### src/rtl/matraptor_pkg.sv
// Shared types and default widths for the row-merger datapath and its PE neighbours.
package matraptor_pkg;

  localparam int unsigned MR_DATA_W = 32;
  localparam int unsigned MR_IDX_W  = 16;
  localparam int unsigned MR_NQ     = 8;

  typedef struct packed {
    logic [MR_DATA_W-1:0] val;
    logic [MR_IDX_W-1:0]  col;
  } mr_entry_t;

  typedef enum logic [2:0] {
    IDLE,
    MERGE,
    FLUSH,
    DRAIN,
    FIN
  } state_t;

endpackage

### src/rtl/mr_min_col_tree.sv
// Combinational log2(NQ) reduction: smallest head column across non-empty queues,
// the mask of every queue whose head holds that column, and whether any head exists.
module mr_min_col_tree #(
  parameter int unsigned IDX_W = 16,
  parameter int unsigned NQ    = 8
) (
  input  logic [NQ-1:0]       q_empty,
  input  logic [NQ*IDX_W-1:0] q_head_col,
  output logic [IDX_W-1:0]    min_col,
  output logic [NQ-1:0]       eq_mask,
  output logic                any_valid
);

  localparam int unsigned LVLS = (NQ > 1) ? $clog2(NQ) : 1;
  localparam int unsigned NP   = 1 << LVLS;

  logic             nd_vld [NP];
  logic [IDX_W-1:0] nd_col [NP];
  logic [NQ-1:0]    nd_msk [NP];

  // Leaves are reduced in place, level by level; node k always reads 2k/2k+1 before
  // anything overwrites them, so this unrolls into a balanced comparator tree.
  always_comb begin
    for (int k = 0; k < int'(NP); k++) begin
      if (k < int'(NQ) && !q_empty[k]) begin
        nd_vld[k] = 1'b1;
        nd_col[k] = q_head_col[k*IDX_W +: IDX_W];
        nd_msk[k] = NQ'(1) << k;
      end else begin
        nd_vld[k] = 1'b0;
        nd_col[k] = '0;
        nd_msk[k] = '0;
      end
    end
    for (int l = 0; l < int'(LVLS); l++) begin
      for (int k = 0; k < int'(NP / 2); k++) begin
        if (k < int'(NP >> (l + 1))) begin
          if (nd_vld[2*k] && (!nd_vld[2*k+1] || nd_col[2*k] < nd_col[2*k+1])) begin
            nd_vld[k] = 1'b1;
            nd_col[k] = nd_col[2*k];
            nd_msk[k] = nd_msk[2*k];
          end else if (nd_vld[2*k+1] && (!nd_vld[2*k] || nd_col[2*k+1] < nd_col[2*k])) begin
            nd_vld[k] = 1'b1;
            nd_col[k] = nd_col[2*k+1];
            nd_msk[k] = nd_msk[2*k+1];
          end else begin
            // Equal columns merge masks; two empty subtrees carry a zero mask.
            nd_vld[k] = nd_vld[2*k];
            nd_col[k] = nd_col[2*k];
            nd_msk[k] = nd_msk[2*k] | nd_msk[2*k+1];
          end
        end
      end
    end
    min_col   = nd_col[0];
    eq_mask   = nd_msk[0];
    any_valid = nd_vld[0];
  end

endmodule

### src/rtl/mr_row_merger.sv
// Drains one PE's column-sorted partial-product queues into a single column-ascending
// output row, summing values that share a column.
module mr_row_merger
  import matraptor_pkg::*;
#(
  parameter int unsigned DATA_W = MR_DATA_W,
  parameter int unsigned IDX_W  = MR_IDX_W,
  parameter int unsigned NQ     = MR_NQ
) (
  input  logic                clk,
  input  logic                rst_n,
  input  logic                start,
  input  logic [IDX_W-1:0]    start_row,
  output logic                busy,
  input  logic [NQ-1:0]       q_empty,
  input  logic [NQ*DATA_W-1:0] q_head_val,
  input  logic [NQ*IDX_W-1:0] q_head_col,
  output logic [NQ-1:0]       q_pop,
  output logic                out_valid,
  input  logic                out_ready,
  output logic [DATA_W-1:0]   out_val,
  output logic [IDX_W-1:0]    out_row,
  output logic [IDX_W-1:0]    out_col,
  output logic                out_last,
  output logic                done
);

  state_t            state;
  logic [IDX_W-1:0]  row_q;
  logic              busy_q;
  logic              done_q;

  logic              p_valid;
  logic [IDX_W-1:0]  p_col;
  logic [DATA_W-1:0] p_val;

  logic              o_valid;
  logic              o_last;
  logic [IDX_W-1:0]  o_col;
  logic [DATA_W-1:0] o_val;

  logic [IDX_W-1:0]  m_col;
  logic [NQ-1:0]     e_mask;
  logic              any_valid;
  logic [DATA_W-1:0] e_sum;
  logic              o_free;
  logic              can_pop;

  mr_min_col_tree #(
    .IDX_W (IDX_W),
    .NQ    (NQ)
  ) u_min_tree (
    .q_empty    (q_empty),
    .q_head_col (q_head_col),
    .min_col    (m_col),
    .eq_mask    (e_mask),
    .any_valid  (any_valid)
  );

  // Sum of every head sitting on the minimum column; wraps at DATA_W.
  always_comb begin
    e_sum = '0;
    for (int q = 0; q < int'(NQ); q++) begin
      if (e_mask[q]) begin
        e_sum = e_sum + q_head_val[q*DATA_W +: DATA_W];
      end
    end
  end

  assign o_free  = !o_valid || out_ready;
  assign can_pop = (state == MERGE) && any_valid && (!p_valid || (p_col == m_col) || o_free);
  assign q_pop   = (rst_n && can_pop) ? e_mask : '0;

  always_ff @(posedge clk) begin
    if (!rst_n) begin
      state   <= IDLE;
      row_q   <= '0;
      busy_q  <= 1'b0;
      done_q  <= 1'b0;
      p_valid <= 1'b0;
      p_col   <= '0;
      p_val   <= '0;
      o_valid <= 1'b0;
      o_last  <= 1'b0;
      o_col   <= '0;
      o_val   <= '0;
    end else begin
      done_q <= 1'b0;
      if (o_valid && out_ready) begin
        o_valid <= 1'b0;
        o_last  <= 1'b0;
      end
      unique case (state)
        IDLE, FIN: begin
          if (start) begin
            row_q   <= start_row;
            p_valid <= 1'b0;
            busy_q  <= 1'b1;
            state   <= MERGE;
          end else begin
            state <= IDLE;
          end
        end
        MERGE: begin
          if (!any_valid) begin
            state <= FLUSH;
          end else if (!p_valid) begin
            p_valid <= 1'b1;
            p_col   <= m_col;
            p_val   <= e_sum;
          end else if (p_col == m_col) begin
            p_val <= p_val + e_sum;
          end else if (o_free) begin
            o_valid <= 1'b1;
            o_last  <= 1'b0;
            o_col   <= p_col;
            o_val   <= p_val;
            p_col   <= m_col;
            p_val   <= e_sum;
          end
        end
        FLUSH: begin
          if (!p_valid) begin
            busy_q <= 1'b0;
            done_q <= 1'b1;
            state  <= FIN;
          end else if (o_free) begin
            o_valid <= 1'b1;
            o_last  <= 1'b1;
            o_col   <= p_col;
            o_val   <= p_val;
            p_valid <= 1'b0;
            state   <= DRAIN;
          end
        end
        DRAIN: begin
          if (o_valid && out_ready && o_last) begin
            busy_q <= 1'b0;
            done_q <= 1'b1;
            state  <= FIN;
          end
        end
        default: state <= IDLE;
      endcase
    end
  end

  assign busy      = busy_q;
  assign done      = done_q;
  assign out_valid = o_valid;
  assign out_last  = o_last;
  assign out_val   = o_val;
  assign out_col   = o_col;
  assign out_row   = row_q;

endmodule

### config.mk
export PLATFORM = sky130hd
export DESIGN_NAME = mr_row_merger
export DESIGN_NICKNAME = d
export VERILOG_FILES = /design/src/rtl/matraptor_pkg.sv /design/src/rtl/mr_min_col_tree.sv /design/src/rtl/mr_row_merger.sv
export SDC_FILE = /design/constraint.sdc
export NUM_CORES = 1
export LEC_CHECK = 0
export BUFFER_PORTS_ARGS = -buffer_cell sky130_fd_sc_hd__buf_2
export CORE_MARGIN = 3
export CORE_UTILIZATION = 44
export DETAILED_ROUTE_END_ITERATION = 16
export PLACE_DENSITY_LB_ADDON = 0.15
export SLEW_MARGIN = 10
export SYNTH_ARGS = -nofsm -noshare
export SYNTH_HDL_FRONTEND = slang
export SYNTH_SLANG_ARGS = --single-unit
export TNS_END_PERCENT = 5
### constraint.sdc
create_clock -name clk -period 21.6 [get_ports clk]
set_input_delay 3.24 -clock clk [delete_from_list [all_inputs] [get_ports clk]]
set_output_delay 3.24 -clock clk [all_outputs]
set_load 0.01 [all_outputs]
==> results_dict.tcl <==
set metrics [dict create \
    layout-drive-gt1-share_pct 31.40 \
    max-slew-margin-rel_pct 21.33 \
    period_needed_ns 21.17 \
    finalSetupViolCount 0 \
    cp_max_fo 23 \
    worst_ep_arrival_time_ns 21.44 \
    drt-total-wl_um 101100 \
    tightest_slew_ns 1.176 \
    overflow 0 \
    critPathLaunchType "primary input" \
    firstDrtPassIters 5 \
    antenna_found_initial 22 \
    worstPathRequired_ns 21.87 \
    place_congestion 0.9980 \
    power_mw 4.674 \
    antenna_left 0 \
    synth_edf_count 0 \
    die_y_um 245.8 \
    async_flop_share_pct 0 \
    ir_worst_vdd_v 0.00009515 \
    grt_max_degree 65 \
    synth_area_um2 25300 \
    final_common_cell "buf_4" \
    cts_inserted_buffers 17 \
    cts.sinks 120 \
    clk_latency_ns 0.42 \
    cp_slowest_cell "a2111oi_4" \
    max_stage_delay_ns 0.48 \
    post-route-period-util_pct 97.99 \
    drtIter0Drc 1938 \
    ys_seq_area_share_pct 9.495 \
    synth_fp_nets 4269 \
    ctsRootBufferMaster "clkbuf_16" \
    cts.path.max_buffers 2 \
    htreeDepth 4 \
    wl_per_cell_um 19.35 \
    hold_viol_final 0 \
    syn2layout_area_growth_pct 35.41 \
    hold_path.class "reg2reg" \
    finalNonFillerCells 5224 \
    leakagePower_nw 16.53 \
    tritoncts "done" \
    synthCells 3486 \
    die_w_um 245.8 \
    grt_pass1_vias 27300 \
    place_hpwl_um 83570 \
    synth_flop_cell "dfxtp_1" \
    io_buffer_count 487 \
    max_cap_viol_count 0 \
    avgSynthCellArea_um2 7.258 \
    start_util_pct 44.70 \
    rows 87 \
    rsz0062_at_grt "yes" \
    yosysWarnings 0 \
    critPathCaptureType "register" \
    die-area_um2 60420 \
    via_count 29640 \
    core_um2 56600 \
    nNetsFinal 5223 \
    fmax_ghz 0.04725 \
    viasPerCell 5.674 \
    dp.cells 5151 \
    finClkSkew_ns 0.01265 \
    grt_pass1_wl_um 151100 \
    io_pins 488 \
    most-common-layout-cells "buf_4 (572), buf_2 (486), ha_1 (346)" \
    cpMostUsedCell "ha_1" \
    drc 0 \
    maxSlewViolCount 0 \
    grt_use_total_pct 31.35 \
    ys_ff_latch 120 \
    ys_types 101 \
    clk_pin_slew_ns 0.06 \
    power.density_nw_per_um2 136.4 \
    setup_tns_ns 0 \
    outcome "completed" \
    critPathKind "in2reg" \
]
==> state kept, by name, summed over array words and instances, names as in the netlist, 3 cells and up <==
name     flops
out_val     32
p_col       16
out_row     16
p_val       32
out_col     16
state        3
==> stage by stage <==
stage / setup WS [ns] / hold slack [ns] / utilization [%] / cell area, um^2
3_5_place_dp: -0.7781 / 0.4441 / 57.19 / 32370
5_1_grt: -0.7445 / 0.4741 / 60.50 / 34240
6_report: 0.4349 / 0.4521 / 60.53 / 34260
4_1_cts: -0.04044 / 0.4519 / 58.35 / 33030
2_1_floorplan: 0.03626 / 0.4624 / - / 25320
3_3_place_gp: -0.5418 / 0.4390 / 57.19 / 32370
==> power breakdown <==
group | internal [mW] | leakage (nW) | switching, mW
sequential | 0.242 | 0.978 | 0.0202
combinational | 2.01 | 15.3 | 2.12
clock | 0.179 | 0.274 | 0.106
==> timing repair <==
item                                    CTS  global route
cloned                                    0             0
buffers inserted                          0            26
endpoints found under the setup margin    5            14
hold buffers                              0             0
gates resized for setup                  16           206
pin swaps                                 0            76
==> per-layer routing <==
metal	up-vias	share of wire, %	wire, um	track usage, %
met3	150	6.2	6294	3.533
li1	14810	-	-	-
met2	880	46	46210	51.52
met5	-	0.091	92	0
met4	16	3.0	3047	9.066
met1	13780	45	45460	43.08
==> path summary, 6_finish.rpt <==
path              startpoint         end  slack (ns)  cells after the start
setup / recovery  q_empty[7]   p_val[31]        0.43                    101
hold / removal    out_row[9]  out_row[9]        0.45                      2
setup reg to reg    p_val[0]   p_val[28]       17.56                     17
hold reg to reg   out_row[9]  out_row[9]        0.45                      2
==> area by class of cell <==
cell class,count,area [um^2]
inverters,141,530.5
fillers,5346,22340
diodes,16,40.04
clock inverters,10,120.1
flip-flops and latches,120,2402
well taps,756,945.9
clock buffers,21,470.5
repair buffers,1066,6857
multi-input cells,3094,22890
==> synth_stat cells (10+ instances only) <==
master,number,area (um^2)
a211oi_1,50,375.4
a21boi_0,14,105.1
a21o_1,113,848.3
a21oi_1,342,1712
a22oi_1,20,150.1
a2bb2oi_1,12,105.1
a31oi_1,33,206.5
a32oi_1,25,219.0
and2_1,55,344.1
and3_1,26,162.7
and4_1,10,87.58
buf_2,28,140.1
buf_4,11,82.58
clkbuf_1,82,307.8
dfxtp_1,120,2402
ha_1,363,4542
inv_1,140,525.5
mux2_2,74,833.3
mux2i_1,103,1031
nand2_1,316,1186
nand2b_1,71,444.2
nand3_1,75,375.4
nand3b_1,10,75.07
nand4_1,41,256.5
nor2_1,328,1231
nor2b_1,108,675.7
nor3_1,64,320.3
nor4_1,15,93.84
o211ai_1,31,232.7
o21a_1,54,405.4
o21ai_0,227,1136
o21bai_1,26,195.2
o2bb2ai_1,10,87.58
o31ai_1,21,157.7
or2_2,12,75.07
or3_1,36,225.2
xnor2_1,136,1191
xor2_1,77,674.4
==> kinds of logic after synthesis <==
| kind of cell | Yosys count | synth area share, % |
|---|---|---|
| simple gates | 1197 | 23.09 |
| compound gates | 1134 | 29.47 |
| fa+ha+maj | 371 | 18.58 |
| buf+inv | 272 | 4.485 |
| xor+xnor | 214 | 7.462 |
| mux | 178 | 7.413 |
| flops | 120 | 9.495 |
==> worst max-delay path: cells and delay by family <==
family / cells / cell delay (ns)
AOI/OAI and AO/OA: 34 / 6.25
xor gates and xnor gates: 5 / 0.62
adders and majority gates: 12 / 3.37
buffers and inverters: 12 / 1.79
muxes: 2 / 0.57
and+or+nand+nor: 36 / 5.57
(Power assumes the default switching activity.)
